--- config.mk ---
export PLATFORM = sky130hd
export DESIGN_NAME = mem_access_ctrl_flat
export DESIGN_NICKNAME = d
export VERILOG_FILES = /design/src/rtl/mem_access_ctrl_if.sv /design/src/rtl/mem_access_ctrl.sv /design/src/flat_wrapper.sv
export SDC_FILE = /design/constraint.sdc
export NUM_CORES = 1
export LEC_CHECK = 0
export BUFFER_PORTS_ARGS = -buffer_cell sky130_fd_sc_hd__buf_4
export CAP_MARGIN = 0
export CELL_PAD_IN_SITES_DETAIL_PLACEMENT = 0
export CELL_PAD_IN_SITES_GLOBAL_PLACEMENT = 1
export CORE_MARGIN = 1.5
export CORE_UTILIZATION = 39
export CTS_CLUSTER_DIAMETER = 30
export CTS_CLUSTER_SIZE = 25
export DETAILED_ROUTE_END_ITERATION = 10
export PLACE_DENSITY_LB_ADDON = 0.1
export SYNTH_ARGS = -nofsm -noshare
export SYNTH_HDL_FRONTEND = slang
export SYNTH_SLANG_ARGS = --single-unit
--- constraint.sdc ---
create_clock -name clk -period 3.85 [get_ports clk]
set_input_delay 0.385 -clock clk [delete_from_list [all_inputs] [get_ports clk]]
set_output_delay 0.385 -clock clk [all_outputs]
set_load 0.02 [all_outputs]
--- src/rtl/mem_access_ctrl_if.sv ---
// mem_access_ctrl_if: decoder, register-file and data-memory signals of the load/store sequencer
interface mem_access_ctrl_if #(parameter int ADDR_W = 8, parameter int DATA_W = 8);
  logic              mem_op_valid;
  logic              mem_is_store;
  logic [ADDR_W-1:0] op_addr;
  logic [3:0]        op_reg;
  logic [DATA_W-1:0] stor_data;
  logic              mem_req;
  logic              mem_we;
  logic [ADDR_W-1:0] mem_addr;
  logic [DATA_W-1:0] mem_wdata;
  logic              mem_ack;
  logic [DATA_W-1:0] mem_rdata;
  logic              load_en;
  logic [3:0]        load_dst;
  logic [DATA_W-1:0] load_data;
  logic              stall;
  logic              op_done;
  logic              timeout_err;
  modport slave (
    input  mem_op_valid, mem_is_store, op_addr, op_reg, stor_data, mem_ack, mem_rdata,
    output mem_req, mem_we, mem_addr, mem_wdata, load_en, load_dst, load_data, stall, op_done, timeout_err
  );
  modport master (
    output mem_op_valid, mem_is_store, op_addr, op_reg, stor_data, mem_ack, mem_rdata,
    input  mem_req, mem_we, mem_addr, mem_wdata, load_en, load_dst, load_data, stall, op_done, timeout_err
  );
endinterface

--- src/rtl/mem_access_ctrl.sv ---
// mem_access_ctrl: latches one load/store, runs the req/ack handshake with a timeout, stalls the PC and writes loads back
module mem_access_ctrl #(
  parameter int ADDR_W  = 8,
  parameter int DATA_W  = 8,
  parameter int TIMEOUT = 15
) (
  input logic clk,
  input logic reset,
  mem_access_ctrl_if.slave bus
);
  typedef enum logic [1:0] {IDLE, REQ, WB, DONE} state_t;
  state_t            r_state, w_next;
  logic [ADDR_W-1:0] r_addr;
  logic [DATA_W-1:0] r_wdata, r_rdata;
  logic [3:0]        r_reg;
  logic              r_store, r_err;
  logic [7:0]        r_cnt;
  logic              w_accept, w_limit;
  assign w_accept = (r_state == IDLE) && bus.mem_op_valid;
  assign w_limit  = r_cnt == 8'(TIMEOUT - 1);
  always_comb begin
    w_next          = r_state;
    bus.mem_req     = r_state == REQ;
    bus.mem_we      = (r_state == REQ) && r_store;
    bus.load_en     = r_state == WB;
    bus.op_done     = r_state == DONE;
    bus.stall       = (r_state == IDLE) ? bus.mem_op_valid : r_state != DONE;
    bus.mem_addr    = r_addr;
    bus.mem_wdata   = r_wdata;
    bus.load_dst    = r_reg;
    bus.load_data   = r_rdata;
    bus.timeout_err = r_err;
    case (r_state)
      IDLE:    w_next = bus.mem_op_valid ? REQ : IDLE;
      REQ:     w_next = bus.mem_ack ? (r_store ? DONE : WB) : (w_limit ? DONE : REQ);
      WB:      w_next = DONE;
      default: w_next = IDLE;
    endcase
  end
  always_ff @(posedge clk or posedge reset) begin
    if (reset) begin
      r_state <= IDLE;
      r_addr  <= '0;
      r_wdata <= '0;
      r_rdata <= '0;
      r_reg   <= '0;
      r_store <= 1'b0;
      r_err   <= 1'b0;
      r_cnt   <= '0;
    end else begin
      r_state <= w_next;
      if (w_accept) begin
        r_addr  <= bus.op_addr;
        r_wdata <= bus.stor_data;
        r_reg   <= bus.op_reg;
        r_store <= bus.mem_is_store;
        r_err   <= 1'b0;
        r_cnt   <= '0;
      end
      if (r_state == REQ) begin
        if (r_cnt != 8'hFF) r_cnt <= r_cnt + 8'd1;
        if (bus.mem_ack && !r_store) r_rdata <= bus.mem_rdata;
        if (!bus.mem_ack && w_limit) r_err <= 1'b1;
      end
    end
  end
endmodule

--- src/flat_wrapper.sv ---
// flat-port wrapper written by rule: the top's interface ports become plain ports
module mem_access_ctrl_flat 
#(
  parameter int ADDR_W  = 8,
  parameter int DATA_W  = 8,
  parameter int TIMEOUT = 15
)
  (clk, reset, bus_mem_op_valid, bus_mem_is_store, bus_op_addr, bus_op_reg, bus_stor_data, bus_mem_ack, bus_mem_rdata, bus_mem_req, bus_mem_we, bus_mem_addr, bus_mem_wdata, bus_load_en, bus_load_dst, bus_load_data, bus_stall, bus_op_done, bus_timeout_err);
  mem_access_ctrl_if #(.ADDR_W(ADDR_W), .DATA_W(DATA_W)) bus_i ();
  input logic clk;
  input logic reset;
  input wire logic [$bits(bus_i.mem_op_valid)-1:0] bus_mem_op_valid;
  input wire logic [$bits(bus_i.mem_is_store)-1:0] bus_mem_is_store;
  input wire logic [$bits(bus_i.op_addr)-1:0] bus_op_addr;
  input wire logic [$bits(bus_i.op_reg)-1:0] bus_op_reg;
  input wire logic [$bits(bus_i.stor_data)-1:0] bus_stor_data;
  input wire logic [$bits(bus_i.mem_ack)-1:0] bus_mem_ack;
  input wire logic [$bits(bus_i.mem_rdata)-1:0] bus_mem_rdata;
  output wire logic [$bits(bus_i.mem_req)-1:0] bus_mem_req;
  output wire logic [$bits(bus_i.mem_we)-1:0] bus_mem_we;
  output wire logic [$bits(bus_i.mem_addr)-1:0] bus_mem_addr;
  output wire logic [$bits(bus_i.mem_wdata)-1:0] bus_mem_wdata;
  output wire logic [$bits(bus_i.load_en)-1:0] bus_load_en;
  output wire logic [$bits(bus_i.load_dst)-1:0] bus_load_dst;
  output wire logic [$bits(bus_i.load_data)-1:0] bus_load_data;
  output wire logic [$bits(bus_i.stall)-1:0] bus_stall;
  output wire logic [$bits(bus_i.op_done)-1:0] bus_op_done;
  output wire logic [$bits(bus_i.timeout_err)-1:0] bus_timeout_err;
  assign bus_i.mem_op_valid = bus_mem_op_valid;
  assign bus_i.mem_is_store = bus_mem_is_store;
  assign bus_i.op_addr = bus_op_addr;
  assign bus_i.op_reg = bus_op_reg;
  assign bus_i.stor_data = bus_stor_data;
  assign bus_i.mem_ack = bus_mem_ack;
  assign bus_i.mem_rdata = bus_mem_rdata;
  assign bus_mem_req = bus_i.mem_req;
  assign bus_mem_we = bus_i.mem_we;
  assign bus_mem_addr = bus_i.mem_addr;
  assign bus_mem_wdata = bus_i.mem_wdata;
  assign bus_load_en = bus_i.load_en;
  assign bus_load_dst = bus_i.load_dst;
  assign bus_load_data = bus_i.load_data;
  assign bus_stall = bus_i.stall;
  assign bus_op_done = bus_i.op_done;
  assign bus_timeout_err = bus_i.timeout_err;
  mem_access_ctrl #(.ADDR_W(ADDR_W), .DATA_W(DATA_W), .TIMEOUT(TIMEOUT)) u_core (.clk(clk), .reset(reset), .bus(bus_i));
endmodule
==> run metrics, run 1 <==
status finished clean; largest net degree at the start of global routing 29; reg2reg start u_core.r_state[0]; CP arrival 1970 ps; Worst-path clk slew 70 ps; share of Yosys cell area claimed by the top area cell type 53.98%; FF-to-FF setup slack 2040 ps; global-route wire length before repair 6534 um; CP cell instances or3b_1 > o211ai_1 > o21ai_0; mapped cell area 0.001854 sq mm; Setup Skew 3.229 ps; worst-path fanout max 28; Ports 67; hold_buf cts 0; Crit path largest cell delay 830 ps; Yosys warning total 0; Slew Limit Fails 0; vias in the first global route 1356; hold crit path type input port to flip-flop; VDD IR-drop max 0.0003408 V; Finished Layout Cells 300; GP Congestion 0.7618; Chip Height 71.96 um; drt wl/cell 13.04 um; Post-synth top cells nand2_1 (69), dfrtp_1 (40), mux2_4 (8); worst setup path start u_core.r_state[0]; total of max-cap violations 0; number of H-tree levels 2; worst r2r dst u_core.r_cnt[4]; vias per cell 4.847; num rows 24; # diodes 0; layout cells sized above 1 35.08%; Die W 71.96 um; multi-input logic area 753.2 sq um; worst rel slew slack 34.92%; CP required 4010 ps; Final Cycle Share 46.97%; P_leak 1.290 nW; gr ovfl total 0; die area 0.005178 sq mm; nets 283; DRC 0; CTS root buffer clkbuf_8; FF/Latch Area 0.001001 sq mm; Final Hold Vio Count 0; final number of setup-violating endpoints 0; CTS resizes 0; DRT iter0 DRCs 38; total track usage 16.24%; Clk Latency, worst-skew pair 280 ps; Worst path slowest cell or3b_1; cells on worst reg2reg path 3; fin crit period 1808 ps; CTS Sinks 40; count leader, synth nand2_1; Setup Buffers After CTS 0; Final TNS setup 0 ps; Fill cells 426; CORE AREA 0.004474 sq mm; RSZ-0062 raised after global routing false; Starting Density 41.44%; Mapped Cells 182; Placed Instances 293; Synth cell types 38; CP Launch Type flip-flop; Mapped Nets 217; via count 1454; clock buffer depth 2; Buffers on Ports 66; post-synth top area cell dfrtp_1; post-synthesis register bit count 40; asr flop ratio synth 100.0%; area grow syn2layout 30.97%; TritonRoute pass-1 iters 4; WL final 3911 um; max frequency 553.0 MHz; CP endpoint kind flip-flop; Seq/Total Area, Yosys 53.98%; measured slew at the worst slew-check pin 976.2 ps; Post-DP HPWL 2700 um; syn_area_per_cell 10.19 sq um; Worst setup endpoint u_core.r_cnt[4]; synth top area cells dfrtp_1 (54%), nand2_1 (14%), mux2_4 (6.5%); number of synthesized flops with an enable pin 0; Final ANT Viol Nets 0; antenna violations before repair 0; PD cells 796.4 mW/mm^2; CP Class flip-flop to flip-flop; Synth Flop Type dfrtp_1; CTS buffer count 5; CTS tree done
-- how the worst min path moves through the flow --
stage	startpoint	end	slack, ps	depth (start not counted)
final	bus_op_reg[0]	u_core.bus.load_dst[0]	280	3
after global routing	bus_op_reg[3]	u_core.bus.load_dst[3]	290	3
after CTS	bus_op_reg[2]	u_core.bus.load_dst[2]	270	3
after detailed placement	u_core.bus.load_dst[1]	u_core.bus.load_dst[1]	460	2
after global placement	u_core.bus.mem_addr[3]	u_core.bus.mem_addr[3]	460	2
after floorplan	u_core.r_store	u_core.r_store	460	2
-- flip-flops by register name, summed over array words and instances (netlist names) --
name / count
u_core.bus.mem_addr: 8
u_core.r_store: 1
u_core.bus.mem_wdata: 8
u_core.bus.load_dst: 4
u_core.bus.load_data: 8
u_core.r_cnt: 8
u_core.bus.timeout_err: 1
u_core.r_state: 2
-- worst max-delay path, delay by kind of cell (launching register included) --
kind | cells | cell delay, ps
flip-flops | 1 | 500
AND/OR/NAND/NOR | 1 | 830
AO/OA/AOI/OAI | 2 | 350
-- routing by layer --
metal,global-route usage (%),up-vias,share of wire (%)
li1,-,732,-
met1,22.64,673,48
met2,25.51,45,45
met3,3.611,4,5.9
met4,5.031,0,0.92
met5,0,-,0
-- where the power goes --
group	internal (mW)	switching, mW	leakage [nW]
sequential	0.602	0.139	0.501
clock	0.123	0.138	0.0410
combinational	0.428	0.504	0.748
total	1.15	0.781	1.29
-- placed cells by master (no fill, tap or decap), types with 2 or more instances in the layout --
cell / count
mux2i_1: 4
nor2_1: 5
nand2_1: 69
and2_1: 3
nor2b_1: 3
o211ai_1: 2
mux2_4: 8
ha_1: 2
dfrtp_1: 40
and3_1: 2
nand3_1: 4
buf_4: 68
o21ai_0: 4
inv_1: 4
nand4_1: 2
clkbuf_8: 5
-- through the flow --
step	area [sq um]	worst slack, ps	hold slack, ps	utilization [%]	total power [mW]
2_1_floorplan	1854	2408	457.9	-	1.356
3_3_place_gp	2351	2061	459.3	52.54	1.686
6_report	2429	2042	283.9	54.28	1.934
4_1_cts	2429	2011	274.0	54.28	1.964
3_5_place_dp	2351	2010	462.8	52.54	1.694
5_1_grt	2429	1931	290.2	54.28	2.089
-- logic make-up after synthesis --
logic type	count (synthesis)	share of synthesized area [%]
adder cells (fa/ha/maj)	2	1.349
AO/OA/AOI/OAI	15	5.669
buffers and inverters	14	5.398
flip-flops	40	53.98
multiplexers	12	8.637
AND/OR/NAND/NOR	98	24.49
XOR/XNOR	1	0.4724
-- layout make-up --
| cell class | instances | area share, % |
|---|---|---|
| clock buffer | 6 | 2.988 |
| clock inverter | 1 | 0.2061 |
| inverter | 5 | 0.8758 |
| multi-input combinational | 128 | 31.01 |
| sequential | 40 | 41.22 |
| tap | 52 | 2.679 |
| timing repair buffer | 68 | 21.02 |
No activity file was read; power rests on OpenSTA's default activity.
==> run 2: changes to the inputs <==
--- a/config.mk
+++ b/config.mk
@@ -10,7 +10,7 @@
 export CELL_PAD_IN_SITES_DETAIL_PLACEMENT = 0
 export CELL_PAD_IN_SITES_GLOBAL_PLACEMENT = 1
 export CORE_MARGIN = 1.5
-export CORE_UTILIZATION = 39
+export CORE_UTILIZATION = 33
 export CTS_CLUSTER_DIAMETER = 30
 export CTS_CLUSTER_SIZE = 25
 export DETAILED_ROUTE_END_ITERATION = 10
==> constraint.sdc (replaced) <==
create_clock -name clk -period 1.5 [get_ports clk]
set_input_delay 0.15 -clock clk [delete_from_list [all_inputs] [get_ports clk]]
set_output_delay 0.15 -clock clk [all_outputs]
set_load 0.02 [all_outputs]
==> run 2 against run 1 <==
The flow now finishes with violations (hold timing). Critical path depth increased by 2. Register-to-register slack worse by 1900 ps. Sequential cell count is the same. Cell count rose by 12%. Non-clock buffer count is 16 higher. Wire length is 11% higher. First-iteration DRC count is 5.3% lower. Highest routed layer unchanged.
==> run metrics, run 2 (synthesis gave the netlist of run 1 again) <==
worst rel slew slack 65.31% (was 34.92%); die area 0.006078 sq mm (was 0.005178 sq mm); PD cells 2044 mW/mm^2 (was 796.4 mW/mm^2); Final Hold Vio Count 8 (was 0); hold_buf cts 0 (unchanged); CTS tree done (unchanged); hold crit path type input port to asynchronous set/reset pin (was input port to flip-flop); vias in the first global route 1444 (was 1356); total of max-cap violations 0 (unchanged); CORE AREA 0.005473 sq mm (was 0.004474 sq mm); Post-DP HPWL 3223 um (was 2700 um); placed inst area 0.002481 sq mm (was 0.002351 sq mm); switching power of the nets 2.103 mW (was 780.7 uW); CP endpoint kind output pin (was flip-flop); WL final 4356 um (was 3911 um); measured slew at the worst slew-check pin 520.3 ps (was 976.2 ps); Worst path slowest cell dfrtp_1 (was or3b_1); DRC 0 (unchanged); final number of setup-violating endpoints 0 (unchanged); clock buffer depth 2 (unchanged); overall power 5.302 mW (was 1.934 mW); VDD IR-drop max 0.0007847 V (was 0.0003408 V); CTS buffer count 5 (unchanged); fin crit period 1435 ps; gr ovfl total 0 (unchanged); CP Class flip-flop to output pin (was flip-flop to flip-flop); Comb pwr share 52.1% (was 48.2%); commonest non-fill, non-tap cell in the layout buf_4 (was nand2_1); Starting Density 33.88% (was 41.44%); Switching Fraction 39.65% (was 40.36%); CTS root buffer clkbuf_8 (unchanged); max frequency 696.8 MHz; Ports 67 (unchanged); CP arrival 1290 ps (was 1970 ps); CP cell instances buf_6 > nand2b_4 > inv_4 > and2_4 > buf_6 (was or3b_1 > o211ai_1 > o21ai_0); Clk Latency, worst-skew pair 290 ps (was 280 ps); GRT met3 Usage 4.353% (was 3.611%); Die W 77.96 um (was 71.96 um); drt wl/cell 12.93 um (was 13.04 um); number of H-tree levels 2 (unchanged); Worst-path clk slew 80 ps (was 70 ps); final hold slack -3.462 ps (was 283.9 ps); CP Launch Type flip-flop (unchanged); met1 usage 20.34% (was 22.64%); TritonRoute pass-1 iters 4 (unchanged); Fill cells 543 (was 426); global-route wire length before repair 7113 um (was 6534 um); worst-path fanout max 7 (was 28); Internal 3.200 mW (was 1.153 mW); layout cells sized above 1 40.00% (was 35.08%); vias per cell 4.534 (was 4.847); met2 Use GR 22.61% (was 25.51%); antenna violations before repair 0 (unchanged); Buffers on Ports 66 (unchanged); CP required 1350 ps (was 4010 ps); GP Congestion 0.8352 (was 0.7618); failing checks hold timing; Crit path largest cell delay 430 ps (was 830 ps); reg2reg start u_core.r_state[0] (unchanged); P_leak 1.378 nW (was 1.290 nW); most frequent CP cell buf_6; largest net degree at the start of global routing 41 (was 29); Slew Limit Fails 0 (unchanged); nets 299 (was 283); Final ANT Viol Nets 0 (unchanged); FF-to-FF setup slack 100 ps (was 2040 ps); status finished, violations left (was finished clean); # diodes 0 (unchanged); via count 1528 (was 1454); fin area 0.002594 sq mm (was 0.002429 sq mm); global routing's busiest layer met2 (unchanged); area grow syn2layout 39.88% (was 30.97%); Setup Skew 2.938 ps (was 3.229 ps); cells on worst reg2reg path 4 (was 3); most frequent cells in the layout buf_4 (82), nand2_1 (69), dfrtp_1 (40), mux2_4 (8) (was nand2_1 (69), buf_4 (68), dfrtp_1 (40), mux2_4 (8)); Final Cycle Share 95.68%; worst r2r dst u_core.r_cnt[2] (was u_core.r_cnt[4]); num rows 27 (was 24); Chip Height 77.96 um (was 71.96 um); CTS Sinks 40 (unchanged); total track usage 15.09% (was 16.24%); Flop pwr share 34.7% (was 38.3%); DRT iter0 DRCs 36 (was 38); Clock Power Share 13.2% (was 13.5%)
-- run 2: power by group through the flow --
stage	Clock, mW	Sequential, mW	Combinational, mW
2_1_floorplan	0	2.26	1.22
3_3_place_gp	0	1.86	2.71
3_5_place_dp	0	1.86	2.74
4_1_cts	0.740	1.84	2.74
5_1_grt	0.792	1.91	3.00
6_report	0.701	1.84	2.76
-- run 2: worst max-delay path, delay by kind of cell, from the launching register on --
family        cells  cell delay [ps]
flops             1              430
simple gates      2              250
buf+inv           3              320
-- run 2: area by class of cell --
| type | count | area, sq um | area share, % |
|---|---|---|---|
| timing repair buffer | 84 | 638.1 | 24.60 |
| sequential | 40 | 1001 | 38.59 |
| tap | 72 | 90.09 | 3.473 |
| clock inverter | 3 | 18.77 | 0.7236 |
| clock buffer | 5 | 68.82 | 2.653 |
| inverter | 5 | 21.27 | 0.8201 |
| multi-input combinational | 128 | 755.7 | 29.14 |
-- run 2: how the worst max path moves through the flow --
stage                 startpoint  slack, ps  cells after the start                 endpoint
6_report       u_core.r_state[0]         60                      5               bus_mem_we
5_1_grt        u_core.r_state[0]         -6                      4          u_core.r_cnt[2]
4_1_cts        u_core.r_state[0]          5                      5               bus_mem_we
3_5_place_dp   u_core.r_state[0]        100                      4          u_core.r_cnt[2]
3_3_place_gp     u_core.r_cnt[0]        150                      5          u_core.r_cnt[1]
2_1_floorplan  u_core.r_state[1]         60                      6  u_core.bus.load_data[0]
-- run 2: through the flow --
step           setup TNS [ps]  std cells  util [%]  worst slack, ps
4_1_cts                     0        335     46.94            4.871
3_3_place_gp                0        327     45.34            150.0
2_1_floorplan               0        182         -            58.03
3_5_place_dp                0        327     45.34            103.7
6_report                    0        337     47.39            64.83
5_1_grt                -6.001        337     47.39           -6.001
-- run 2: metal layers --
metal / part of all wire, % / routed length [um]
met5: 0 / 0
met4: 1.6 / 70
met3: 5.7 / 249
met2: 46 / 2019
met1: 46 / 2016
-- run 2: repair_timing --
action,CTS,global route
gates resized for setup,0,3
endpoints found under the setup margin,0,1
buffers inserted,0,2
==> run 3: changes to the inputs <==
--- a/config.mk
+++ b/config.mk
@@ -9,7 +9,6 @@
 export CAP_MARGIN = 0
 export CELL_PAD_IN_SITES_DETAIL_PLACEMENT = 0
 export CELL_PAD_IN_SITES_GLOBAL_PLACEMENT = 1
-export CORE_MARGIN = 1.5
 export CORE_UTILIZATION = 33
 export CTS_CLUSTER_DIAMETER = 30
 export CTS_CLUSTER_SIZE = 25
==> run 3 against run 2 <==
Via count down 0.92%. Power up 2.0%. Final area shrank 0.34%. Fmax is 2.2% higher. The flow still finishes with violations (hold timing). Sequential share of layout area is 0.13 points higher. First-iteration DRC count rose by 36%. Clock power grew 32%. Wire length fell by 4.3%.
==> run metrics, run 3 (synthesis gave the netlist of run 1 again) <==
status finished, violations left (unchanged); failing checks hold timing (unchanged); global routing's busiest layer met2 (unchanged); Final TNS setup 0 ps (unchanged); Slew Limit Fails 0 (unchanged); antenna violations before repair 0 (unchanged); final number of setup-violating endpoints 0 (unchanged); final hold slack -24.35 ps (was -3.462 ps); max frequency 712.3 MHz (was 696.8 MHz); clock buffer depth 2 (unchanged); largest net degree at the start of global routing 41 (unchanged); measured slew at the worst slew-check pin 514.4 ps (was 520.3 ps); PD cells 2093 mW/mm^2 (was 2044 mW/mm^2); FF-to-FF setup slack 120 ps (was 100 ps); CTS resizes 0 (unchanged); # diodes 0 (unchanged); GP Congestion 0.8457 (was 0.8352); cells on worst reg2reg path 5 (was 4); CTS tree done (unchanged); WL final 4170 um (was 4356 um); reg2reg start u_core.r_state[0] (unchanged); CTS buffer count 5 (unchanged); met2 Use GR 23.39% (was 22.61%); TritonRoute pass-1 iters 4 (unchanged); drt wl/cell 12.67 um (was 12.93 um); P_leak 1.361 nW (was 1.378 nW); vias per cell 4.602 (was 4.534); vias in the first global route 1435 (was 1444); CP required 1350 ps (about the same); CP Class flip-flop to output pin (unchanged); worst-path fanout max 7 (unchanged); Worst-path clk slew 80 ps (about the same); VDD IR-drop max 0.0008722 V (was 0.0007847 V); worst rel slew slack 65.70% (was 65.31%); gr ovfl total 0 (unchanged); Ports 67 (unchanged); Finished Layout Cells 329 (was 337); CP arrival 1250 ps (was 1290 ps); number of H-tree levels 2 (unchanged); via count 1514 (was 1528); met1 usage 19.55% (was 20.34%); Setup Skew 3.839 ps (was 2.938 ps); hold_buf cts 0 (unchanged); total of max-cap violations 0 (unchanged); Die W 76.96 um (was 77.96 um); RSZ-0062 raised after global routing false; CP Launch Type flip-flop (unchanged); GRT met3 Usage 5.595% (was 4.353%); CTS root buffer clkbuf_8 (unchanged); CTS Sinks 40 (unchanged); DRC 0 (unchanged); most frequent cells in the layout buf_4 (76), nand2_1 (69), dfrtp_1 (40), mux2_4 (8), clkbuf_8 (6) (was buf_4 (82), nand2_1 (69), dfrtp_1 (40), mux2_4 (8)); CP endpoint kind output pin (unchanged); Post-DP HPWL 3084 um (was 3223 um); CORE AREA 0.005270 sq mm (was 0.005473 sq mm); Clk Latency, worst-skew pair 290 ps (about the same); die area 0.005923 sq mm (was 0.006078 sq mm); worst r2r dst u_core.r_cnt[7] (was u_core.r_cnt[2]); num rows 26 (was 27); global-route wire length before repair 6989 um (was 7113 um); Setup Buffers After CTS 0 (unchanged); Buffers on Ports 66 (unchanged); Placed Instances 321 (was 327); Chip Height 76.96 um (was 77.96 um); overall power 5.411 mW (was 5.302 mW); Final ANT Viol Nets 0 (unchanged); nets 293 (was 299); area grow syn2layout 39.41% (was 39.88%); Final Hold Vio Count 27 (was 8); total track usage 15.25% (was 15.09%); Final Cycle Share 93.59% (was 95.68%); layout cells sized above 1 39.00% (was 40.00%); hold crit path type input port to asynchronous set/reset pin (unchanged); Starting Density 35.19% (was 33.88%); commonest non-fill, non-tap cell in the layout buf_4 (unchanged); DRT iter0 DRCs 49 (was 36); fin crit period 1404 ps (was 1435 ps)
run 3: area by class of cell:
class,instances,area [sq um]
sequential,40,1001
timing repair buffer,78,593.1
fill,530,2685
tap,70,87.58
clock buffer,6,82.58
multi-input combinational,128,760.7
inverter,5,21.27
clock inverter,2,38.79
run 3: worst max-delay path, stage by stage, from the launching register on:
cell	delay (ps)
dfrtp_1	410
nand2b_4	190
inv_4	90
and2_1	130
buf_4	140
run 3: metal layers:
layer	vias up	part of all wire [%]	routed length [um]
li1	757	-	-
met1	705	47	1944
met2	46	46	1911
met3	6	6.5	271
met4	0	1.0	43
met5	-	0	0
run 3: power breakdown:
group / leakage (nW) / internal, mW / switching (mW) / total, mW
registers: 0.501 / 1.55 / 0.304 / 1.85
clock network: 0.0614 / 0.544 / 0.379 / 0.923
logic: 0.798 / 1.24 / 1.39 / 2.64
total: 1.36 / 3.33 / 2.08 / 5.41
run 3: worst max path at each step:
stage,start,endpoint,slack [ps],cells after the start
5_1_grt,u_core.r_state[1],bus_mem_we,10,4
3_3_place_gp,u_core.r_cnt[0],u_core.r_cnt[6],150,4
4_1_cts,u_core.r_state[0],bus_stall,60,4
2_1_floorplan,u_core.r_state[1],u_core.bus.load_data[0],60,6
6_report,u_core.r_state[1],bus_mem_we,100,4
3_5_place_dp,u_core.r_state[0],u_core.r_cnt[7],150,5
run 3: metrics by stage:
step	worst slack (ps)	cell area (sq um)	hold slack, ps	util (%)
after floorplan	58.03	1854	245.8	-
after global placement	151.3	2449	322.6	46.46
after detailed placement	150.8	2449	323.8	46.46
after CTS	61.99	2570	1.419	48.77
after global routing	11.28	2585	27.49	49.05
final	96.19	2585	-24.35	49.05
